[src/rtl/accel_spi_pkg.sv]
// Shared constants, FSM encoding and register-read decode for the accelerometer SPI responder.
package accel_spi_pkg;

    localparam int unsigned BYTE_W    = 8;
    localparam int unsigned CNT_W     = 16;
    localparam int unsigned BIT_CNT_W = 3;

    localparam logic [BYTE_W-1:0] CMD_WRITE = 8'h0A;
    localparam logic [BYTE_W-1:0] CMD_READ  = 8'h0B;

    localparam logic [BYTE_W-1:0] ADDR_DEVID_AD   = 8'h00;
    localparam logic [BYTE_W-1:0] ADDR_DEVID_MST  = 8'h01;
    localparam logic [BYTE_W-1:0] ADDR_PARTID     = 8'h02;
    localparam logic [BYTE_W-1:0] ADDR_XDATA      = 8'h08;
    localparam logic [BYTE_W-1:0] ADDR_YDATA      = 8'h09;
    localparam logic [BYTE_W-1:0] ADDR_ZDATA      = 8'h0A;
    localparam logic [BYTE_W-1:0] ADDR_SOFT_RESET = 8'h1F;
    localparam logic [BYTE_W-1:0] ADDR_POWER_CTL  = 8'h2D;

    localparam logic [BYTE_W-1:0] ID_DEVID_AD  = 8'hAD;
    localparam logic [BYTE_W-1:0] ID_DEVID_MST = 8'h1D;
    localparam logic [BYTE_W-1:0] ID_PARTID    = 8'hF2;

    localparam logic [BYTE_W-1:0] SOFT_RESET_KEY = 8'h52;

    typedef enum logic [2:0] {
        IDLE    = 3'd0,
        CMD     = 3'd1,
        ADDR    = 3'd2,
        DATA_RD = 3'd3,
        DATA_WR = 3'd4,
        IGNORE  = 3'd5
    } state_e;

    typedef struct packed {
        logic [BYTE_W-1:0] x;
        logic [BYTE_W-1:0] y;
        logic [BYTE_W-1:0] z;
    } sample_t;

    // Read-side register map; SOFT_RESET and unmapped addresses read zero.
    function automatic logic [BYTE_W-1:0] reg_read(input logic [BYTE_W-1:0] addr,
                                                   input sample_t           snap,
                                                   input logic [BYTE_W-1:0] pwr);
        logic [BYTE_W-1:0] val;
        case (addr)
            ADDR_DEVID_AD:  val = ID_DEVID_AD;
            ADDR_DEVID_MST: val = ID_DEVID_MST;
            ADDR_PARTID:    val = ID_PARTID;
            ADDR_XDATA:     val = snap.x;
            ADDR_YDATA:     val = snap.y;
            ADDR_ZDATA:     val = snap.z;
            ADDR_POWER_CTL: val = pwr;
            default:        val = 8'h00;
        endcase
        return val;
    endfunction

endpackage

[src/rtl/spi_sync_edge.sv]
// Two-flop synchronizer for one asynchronous SPI pin, with rise/fall pulses on the synchronized level.
module spi_sync_edge #(
    parameter logic IDLE_LVL = 1'b0
) (
    input  logic clk,
    input  logic rst,
    input  logic din,
    output logic sync,
    output logic rise_c,
    output logic fall_c
);

    logic meta;
    logic prev;

    always_ff @(posedge clk) begin
        if (rst) begin
            meta <= IDLE_LVL;
            sync <= IDLE_LVL;
            prev <= IDLE_LVL;
        end else begin
            meta <= din;
            sync <= meta;
            prev <= sync;
        end
    end

    assign rise_c = sync & ~prev;
    assign fall_c = ~sync & prev;

endmodule

[src/rtl/accel_spi_responder.sv]
// SPI mode-0 slave emulating a small accelerometer register file (ID, XYZ sample, POWER_CTL, SOFT_RESET).
module accel_spi_responder
    import accel_spi_pkg::*;
#(
    parameter logic [7:0] REG_RESET_POWER_CTL = 8'h00
) (
    input  logic              clk,
    input  logic              rst,
    input  logic              acl_csn,
    input  logic              acl_sclk,
    input  logic              acl_mosi,
    output logic              acl_miso,
    output logic              acl_miso_oe,
    input  logic [BYTE_W-1:0] x_data,
    input  logic [BYTE_W-1:0] y_data,
    input  logic [BYTE_W-1:0] z_data,
    output logic [BYTE_W-1:0] power_ctl,
    output logic              soft_reset_pulse,
    output logic [CNT_W-1:0]  rd_count,
    output logic [CNT_W-1:0]  wr_count
);

    logic csn_s, csn_rise, csn_fall;
    logic sclk_s, sclk_rise, sclk_fall;
    logic mosi_s, unused_mosi_rise, unused_mosi_fall;

    spi_sync_edge #(.IDLE_LVL(1'b1)) u_sync_csn (
        .clk(clk), .rst(rst), .din(acl_csn),
        .sync(csn_s), .rise_c(csn_rise), .fall_c(csn_fall)
    );

    spi_sync_edge #(.IDLE_LVL(1'b0)) u_sync_sclk (
        .clk(clk), .rst(rst), .din(acl_sclk),
        .sync(sclk_s), .rise_c(sclk_rise), .fall_c(sclk_fall)
    );

    spi_sync_edge #(.IDLE_LVL(1'b0)) u_sync_mosi (
        .clk(clk), .rst(rst), .din(acl_mosi),
        .sync(mosi_s), .rise_c(unused_mosi_rise), .fall_c(unused_mosi_fall)
    );

    state_e                 state_q, state_nxt;
    logic [BIT_CNT_W-1:0]   bit_cnt_q, bit_cnt_nxt;
    logic [BYTE_W-1:0]      rx_q, rx_nxt;
    logic [BYTE_W-1:0]      tx_q, tx_nxt;
    logic [BYTE_W-1:0]      addr_q, addr_nxt;
    logic                   wr_mode_q, wr_mode_nxt;
    sample_t                snap_q, snap_nxt;
    logic                   armed_q, armed_nxt;
    logic [1:0]             settle_q, settle_nxt;
    logic                   miso_nxt, miso_oe_nxt;
    logic [BYTE_W-1:0]      power_ctl_nxt;
    logic                   soft_reset_pulse_nxt;
    logic [CNT_W-1:0]       rd_count_nxt, wr_count_nxt;
    logic [BYTE_W-1:0]      rx_byte;
    logic                   last_bit;
    logic [BYTE_W-1:0]      addr_inc;

    always_ff @(posedge clk) begin
        if (rst) begin
            state_q          <= IDLE;
            bit_cnt_q        <= '0;
            rx_q             <= '0;
            tx_q             <= '0;
            addr_q           <= '0;
            wr_mode_q        <= 1'b0;
            snap_q           <= '0;
            armed_q          <= 1'b0;
            settle_q         <= '0;
            acl_miso         <= 1'b0;
            acl_miso_oe      <= 1'b0;
            power_ctl        <= REG_RESET_POWER_CTL;
            soft_reset_pulse <= 1'b0;
            rd_count         <= '0;
            wr_count         <= '0;
        end else begin
            state_q          <= state_nxt;
            bit_cnt_q        <= bit_cnt_nxt;
            rx_q             <= rx_nxt;
            tx_q             <= tx_nxt;
            addr_q           <= addr_nxt;
            wr_mode_q        <= wr_mode_nxt;
            snap_q           <= snap_nxt;
            armed_q          <= armed_nxt;
            settle_q         <= settle_nxt;
            acl_miso         <= miso_nxt;
            acl_miso_oe      <= miso_oe_nxt;
            power_ctl        <= power_ctl_nxt;
            soft_reset_pulse <= soft_reset_pulse_nxt;
            rd_count         <= rd_count_nxt;
            wr_count         <= wr_count_nxt;
        end
    end

    // A CSN that was already low when rst released is not a fresh transaction start.
    always_comb begin
        state_nxt            = state_q;
        bit_cnt_nxt          = bit_cnt_q;
        rx_nxt               = rx_q;
        tx_nxt               = tx_q;
        addr_nxt             = addr_q;
        wr_mode_nxt          = wr_mode_q;
        snap_nxt             = snap_q;
        settle_nxt           = {settle_q[0], 1'b1};
        armed_nxt            = armed_q | (settle_q[1] & csn_s);
        miso_nxt             = acl_miso;
        miso_oe_nxt          = ~csn_s;
        power_ctl_nxt        = power_ctl;
        soft_reset_pulse_nxt = 1'b0;
        rd_count_nxt         = rd_count;
        wr_count_nxt         = wr_count;
        rx_byte              = {rx_q[BYTE_W-2:0], mosi_s};
        last_bit             = (bit_cnt_q == 3'd7);
        addr_inc             = addr_q + 8'd1;

        if (csn_rise) begin
            state_nxt   = IDLE;
            bit_cnt_nxt = '0;
        end else if (csn_fall && state_q == IDLE && armed_q) begin
            state_nxt   = CMD;
            bit_cnt_nxt = '0;
            snap_nxt    = '{x: x_data, y: y_data, z: z_data};
        end else if (sclk_rise && !csn_s) begin
            if (state_q inside {CMD, ADDR, DATA_RD, DATA_WR}) begin
                rx_nxt      = rx_byte;
                bit_cnt_nxt = bit_cnt_q + 3'd1;
            end
            if (last_bit) begin
                case (state_q)
                    CMD: begin
                        if (rx_byte == CMD_READ) begin
                            state_nxt   = ADDR;
                            wr_mode_nxt = 1'b0;
                        end else if (rx_byte == CMD_WRITE) begin
                            state_nxt   = ADDR;
                            wr_mode_nxt = 1'b1;
                        end else begin
                            state_nxt = IGNORE;
                        end
                    end
                    ADDR: begin
                        addr_nxt = rx_byte;
                        if (wr_mode_q) begin
                            state_nxt = DATA_WR;
                        end else begin
                            state_nxt = DATA_RD;
                            tx_nxt    = reg_read(rx_byte, snap_q, power_ctl);
                        end
                    end
                    DATA_RD: begin
                        addr_nxt     = addr_inc;
                        rd_count_nxt = rd_count + 16'd1;
                        tx_nxt       = reg_read(addr_inc, snap_q, power_ctl);
                    end
                    DATA_WR: begin
                        addr_nxt     = addr_inc;
                        wr_count_nxt = wr_count + 16'd1;
                        if (addr_q == ADDR_POWER_CTL) begin
                            power_ctl_nxt = rx_byte;
                        end else if (addr_q == ADDR_SOFT_RESET && rx_byte == SOFT_RESET_KEY) begin
                            power_ctl_nxt        = REG_RESET_POWER_CTL;
                            soft_reset_pulse_nxt = 1'b1;
                        end
                    end
                    default: ;
                endcase
            end
        end else if (sclk_fall && !csn_s && state_q == DATA_RD) begin
            miso_nxt = tx_q[BYTE_W-1];
            tx_nxt   = {tx_q[BYTE_W-2:0], 1'b0};
        end

        if (state_nxt != DATA_RD) begin
            miso_nxt = 1'b0;
        end
    end

endmodule

[config.mk]
export PLATFORM = sky130hd
export DESIGN_NAME = accel_spi_responder
export DESIGN_NICKNAME = d
export VERILOG_FILES = /design/src/rtl/accel_spi_pkg.sv /design/src/rtl/spi_sync_edge.sv /design/src/rtl/accel_spi_responder.sv
export SDC_FILE = /design/constraint.sdc
export NUM_CORES = 1
export LEC_CHECK = 0
export BUFFER_PORTS_ARGS = -buffer_cell sky130_fd_sc_hd__clkbuf_2
export CAP_MARGIN = 20
export CORE_UTILIZATION = 35
export CTS_CLUSTER_SIZE = 28
export DETAILED_ROUTE_END_ITERATION = 8
export SLEW_MARGIN = 40
export SYNTH_ARGS = -nofsm -noshare
export SYNTH_HDL_FRONTEND = slang
export SYNTH_SLANG_ARGS = --single-unit
export TNS_END_PERCENT = 1
[constraint.sdc]
create_clock -name clk -period 2.19 [get_ports clk]
set_input_delay 0.438 -clock clk [delete_from_list [all_inputs] [get_ports clk]]
set_output_delay 0.438 -clock clk [all_outputs]
set_load 0.01 [all_outputs]
==> results.tsv <==
stage	metric	value	unit
timing	period_needed	2100	ps
clock_tree	clkLatencyLatePin	360	ps
setup_path	cp.arrival	2370	ps
clock_tree	cts-buffers-inserted	9	
die	die_area	16000	sq um
clock_tree	cts.sinks	108	
setup_path	reg2reg_slack	90	ps
finish	seqCellArea	2160	sq um
detailed_routing	first_pass_iters	5	
placed_design	place_congestion	0.848	
timing	whs	259	ps
synthesis	syn_nets	719	
clock_tree	cts-root-buf	clkbuf_16	
setup_path	crit_required	2460	ps
outcome	outcome	complete, no violations	
power	p_total	0.00384	W
timing	slew_viol_final	0	
timing	timing.setup.tns	0	ps
die	pin_count	72	
power	worst_ir_drop_vdd	0.432	mV
min_path	min_path_type	in -> reg	
detailed_routing	drt_iter0_markers	361	
finish	area_delta_synth_final	20.3	%
finish	final_nets	799	
die	coreArea	15100	sq um
timing	worst_pin_slew	660	ps
timing	hold_viol	0	
timing	rsz0062_at_grt	yes	
grt	track_usage	19.0	%
power	leakage	2.40	nW
die	initial_utilization	35.8	%
setup_path	worstSetupStartpointType	flip-flop	
grt	grt_max_degree	45	
timing	finalClockSkew	8.12	ps
timing	max_freq	476	MHz
detailed_routing	drt-total-wl	14.7	mm
clock_tree	tritoncts	built	
finish	multi_input_area	3080	sq um
detailed_routing	antenna_left	0	
grt	antenna_found_initial	0	
timing	post-route-period-util	95.8	%
setup_path	cp-endpoint	tx_q[0]$_SDFFE_PP0P_	
synthesis	synthDistinctLibCells	63	
grt	grt_pass1_wl	24.2	mm
setup_path	timing.rr.start	bit_cnt_q[0]$_SDFFE_PP0P_	
setup_path	r2r-end	tx_q[0]$_SDFFE_PP0P_	
detailed_routing	dr_total_vias	5107	
synthesis	synth_warnings	0	
synthesis	synth_edf_count	0	
setup_path	path_class	reg -> reg	
grt	grt-ovfl-total	0	
grt	grt_pass1_vias	4795	
synthesis	ys_seq_area_share	39.9	%
placed_design	port-buffer-count	71	
timing	slew_headroom	55.9	%
setup_path	critical-path-top-delay-family	compound AO/OA/AOI/OAI gates	
finish	fill_cells	1556	
placed_design	place.detailed.hpwl	10.7	mm
setup_path	path_cells	ha_1 -> ha_2 -> and3b_2 -> o21ai_0 -> a211oi_1 -> buf_4 -> nand2_2 -> a211o_1 -> o32ai_1	
synthesis	syn_area	5430	sq um
setup_path	crit_buf_inv	1	
synthesis	ys_ff_latch	108	
power	power_density	588	nW/um^2
synthesis	async_reset_ff_share	0	%
clock_tree	clock_path_buffers	2	
setup_path	slowest_delay	340	ps
setup_path	reg2reg_depth	9	
synthesis	synth.avg_cell_area	7.95	sq um
setup_path	endpoint_kind	flip-flop	
timing	setup_violations	0	
clock_tree	htreeDepth	3	
clock_tree	hold_buffers	0	
finish	n_antenna_cell	0	
die	fp-row-count	45	
setup_path	path_max_fanout	13	
setup_path	path_depth	9	
synthesis	netlist_instances	682	
synthesis	ys_dominant_reg_cell	dfxtp_1	
die	die_height	127	microns
die	die_w	127	microns
setup_path	critPathSlowestCell	dfxtp_2	
detailed_routing	routedWlPerCell	15.3	microns
clock_tree	cts.clk_slew.worst_paths	70	ps
finish	drive_gt1_share	20.6	%
detailed_routing	drcViolationCount	0	
setup_path	setup.worst_path.start	bit_cnt_q[0]$_SDFFE_PP0P_	
job	maxCapViolCount	0	
detailed_routing	vias_per_cell	5.35	
## area by class of cell
cell class / count / share of cell area, %
repair buffers: 113 / 10.3
well taps: 188 / 3.60
flip-flops and latches: 108 / 33.2
multi-input cells: 514 / 47.1
clock buffers: 11 / 3.87
clock inverters: 5 / 1.02
inverters: 16 / 0.920
## cell usage in the layout (no fill, tap or decap), types with 3 or more instances in the layout
cell and count:
a21oi_1 60, xnor2_1 13, buf_4 43, a31oi_1 8
nor2_1 83, or3_1 12, and4_1 3, nand3_1 25
or2_2 6, nand4_1 10, o211ai_1 4, nand4b_1 4
nand2b_1 6, a221oi_1 3, nand2_1 91, inv_1 16
a22o_1 3, dfxtp_1 106, o21ai_1 4, o21ai_0 32
nor3b_1 7, a222oi_1 5, a22oi_1 13, and2_1 4
ha_1 6, clkbuf_16 9, mux2i_1 15, nor2b_1 9
nor3_1 12, a311oi_1 3, and3_1 6, a211oi_1 6
nand3b_1 4, xor2_1 17, clkbuf_2 70
## kinds of logic after synthesis
| logic type | Yosys count | synth area share, % |
|---|---|---|
| compound gates | 163 | 18.8 |
| xor+xnor | 30 | 4.84 |
| fa+ha+maj | 8 | 1.85 |
| buf+inv | 60 | 4.68 |
| flops | 108 | 39.9 |
| mux | 16 | 2.98 |
| simple gates | 297 | 27.0 |
## cell usage after synthesis, types with 10 or more instances
cell type,instances,area (sq um)
o21ai_0,33,165
a21oi_1,60,300
xor2_1,17,149
a22oi_1,13,97.6
mux2i_1,15,150
nand3_1,26,130
nor2_1,83,312
dfxtp_1,108,2160
inv_1,16,60.1
nand2_1,92,345
nand4_1,10,62.6
or3_1,13,81.3
clkbuf_1,32,120
nor3_1,12,60.1
xnor2_1,13,114
## worst register-to-register path, stage by stage (launching register included)
cell and delay (ps):
dfxtp_2 340, ha_1 150, ha_2 210, and3b_2 230, o21ai_0 90, a211oi_1 250
buf_4 240, nand2_2 140, a211o_1 260, o32ai_1 100
## metal layers
metal | vias up | global-route usage [%] | share of wire, %
met3 | 25 | 4.26 | 4.6
met2 | 147 | 29.8 | 45
li1 | 2571 | - | -
met5 | - | 0 | 0
met4 | 0 | 7.51 | 2.2
met1 | 2364 | 25.2 | 48
## repair_timing
action / 4_1_cts / 5_1_grt
cloned: 0 / 0
pin swaps: 0 / 1
setup buffers: 0 / 1
endpoints found under the setup margin: 5 / 22
gates resized for setup: 2 / 15
## flip-flops by register name, summed over array words and instances, names as in the netlist, 2 cells and up
| signal | count |
|---|---|
| snap_q | 24 |
| rd_count | 16 |
| wr_count | 16 |
| addr_q | 8 |
| power_ctl | 8 |
| tx_q | 8 |
| rx_q | 7 |
| bit_cnt_q | 3 |
| state_q | 3 |
| settle_q | 2 |
## power by group
part	switching [W]	internal (W)	total [W]
sequential	0.0000138	0.00198	0.00199
combinational	0.0000607	0.0000431	0.000104
clock	0.000779	0.000964	0.00174
## per-stage QoR
stage | setup WS (ps) | utilization (%) | cell area [sq um] | std cells
6_report | 90.9 | 43.1 | 6530 | 955
5_1_grt | -55.4 | 43.1 | 6530 | 955
4_1_cts | 15.5 | 42.7 | 6460 | 954
3_5_place_dp | 7.00 | 40.5 | 6130 | 938
3_3_place_gp | 29.1 | 40.5 | 6130 | 938
2_1_floorplan | 90.6 | - | 5430 | 682
## worst min-delay path by stage
stage / start / to / cells past startpoint / slack [ps]
2_1_floorplan: u_sync_csn.meta$_SDFF_PP1_ / u_sync_csn.sync$_SDFF_PP1_ / 1 / 390
3_3_place_gp: u_sync_csn.meta$_SDFF_PP1_ / u_sync_csn.sync$_SDFF_PP1_ / 1 / 410
5_1_grt: acl_csn / u_sync_csn.meta$_SDFF_PP1_ / 2 / 260
4_1_cts: acl_csn / u_sync_csn.meta$_SDFF_PP1_ / 2 / 250
6_report: acl_csn / u_sync_csn.meta$_SDFF_PP1_ / 2 / 260
3_5_place_dp: u_sync_csn.meta$_SDFF_PP1_ / u_sync_csn.sync$_SDFF_PP1_ / 1 / 410
Power figures use the tool's default switching activity.
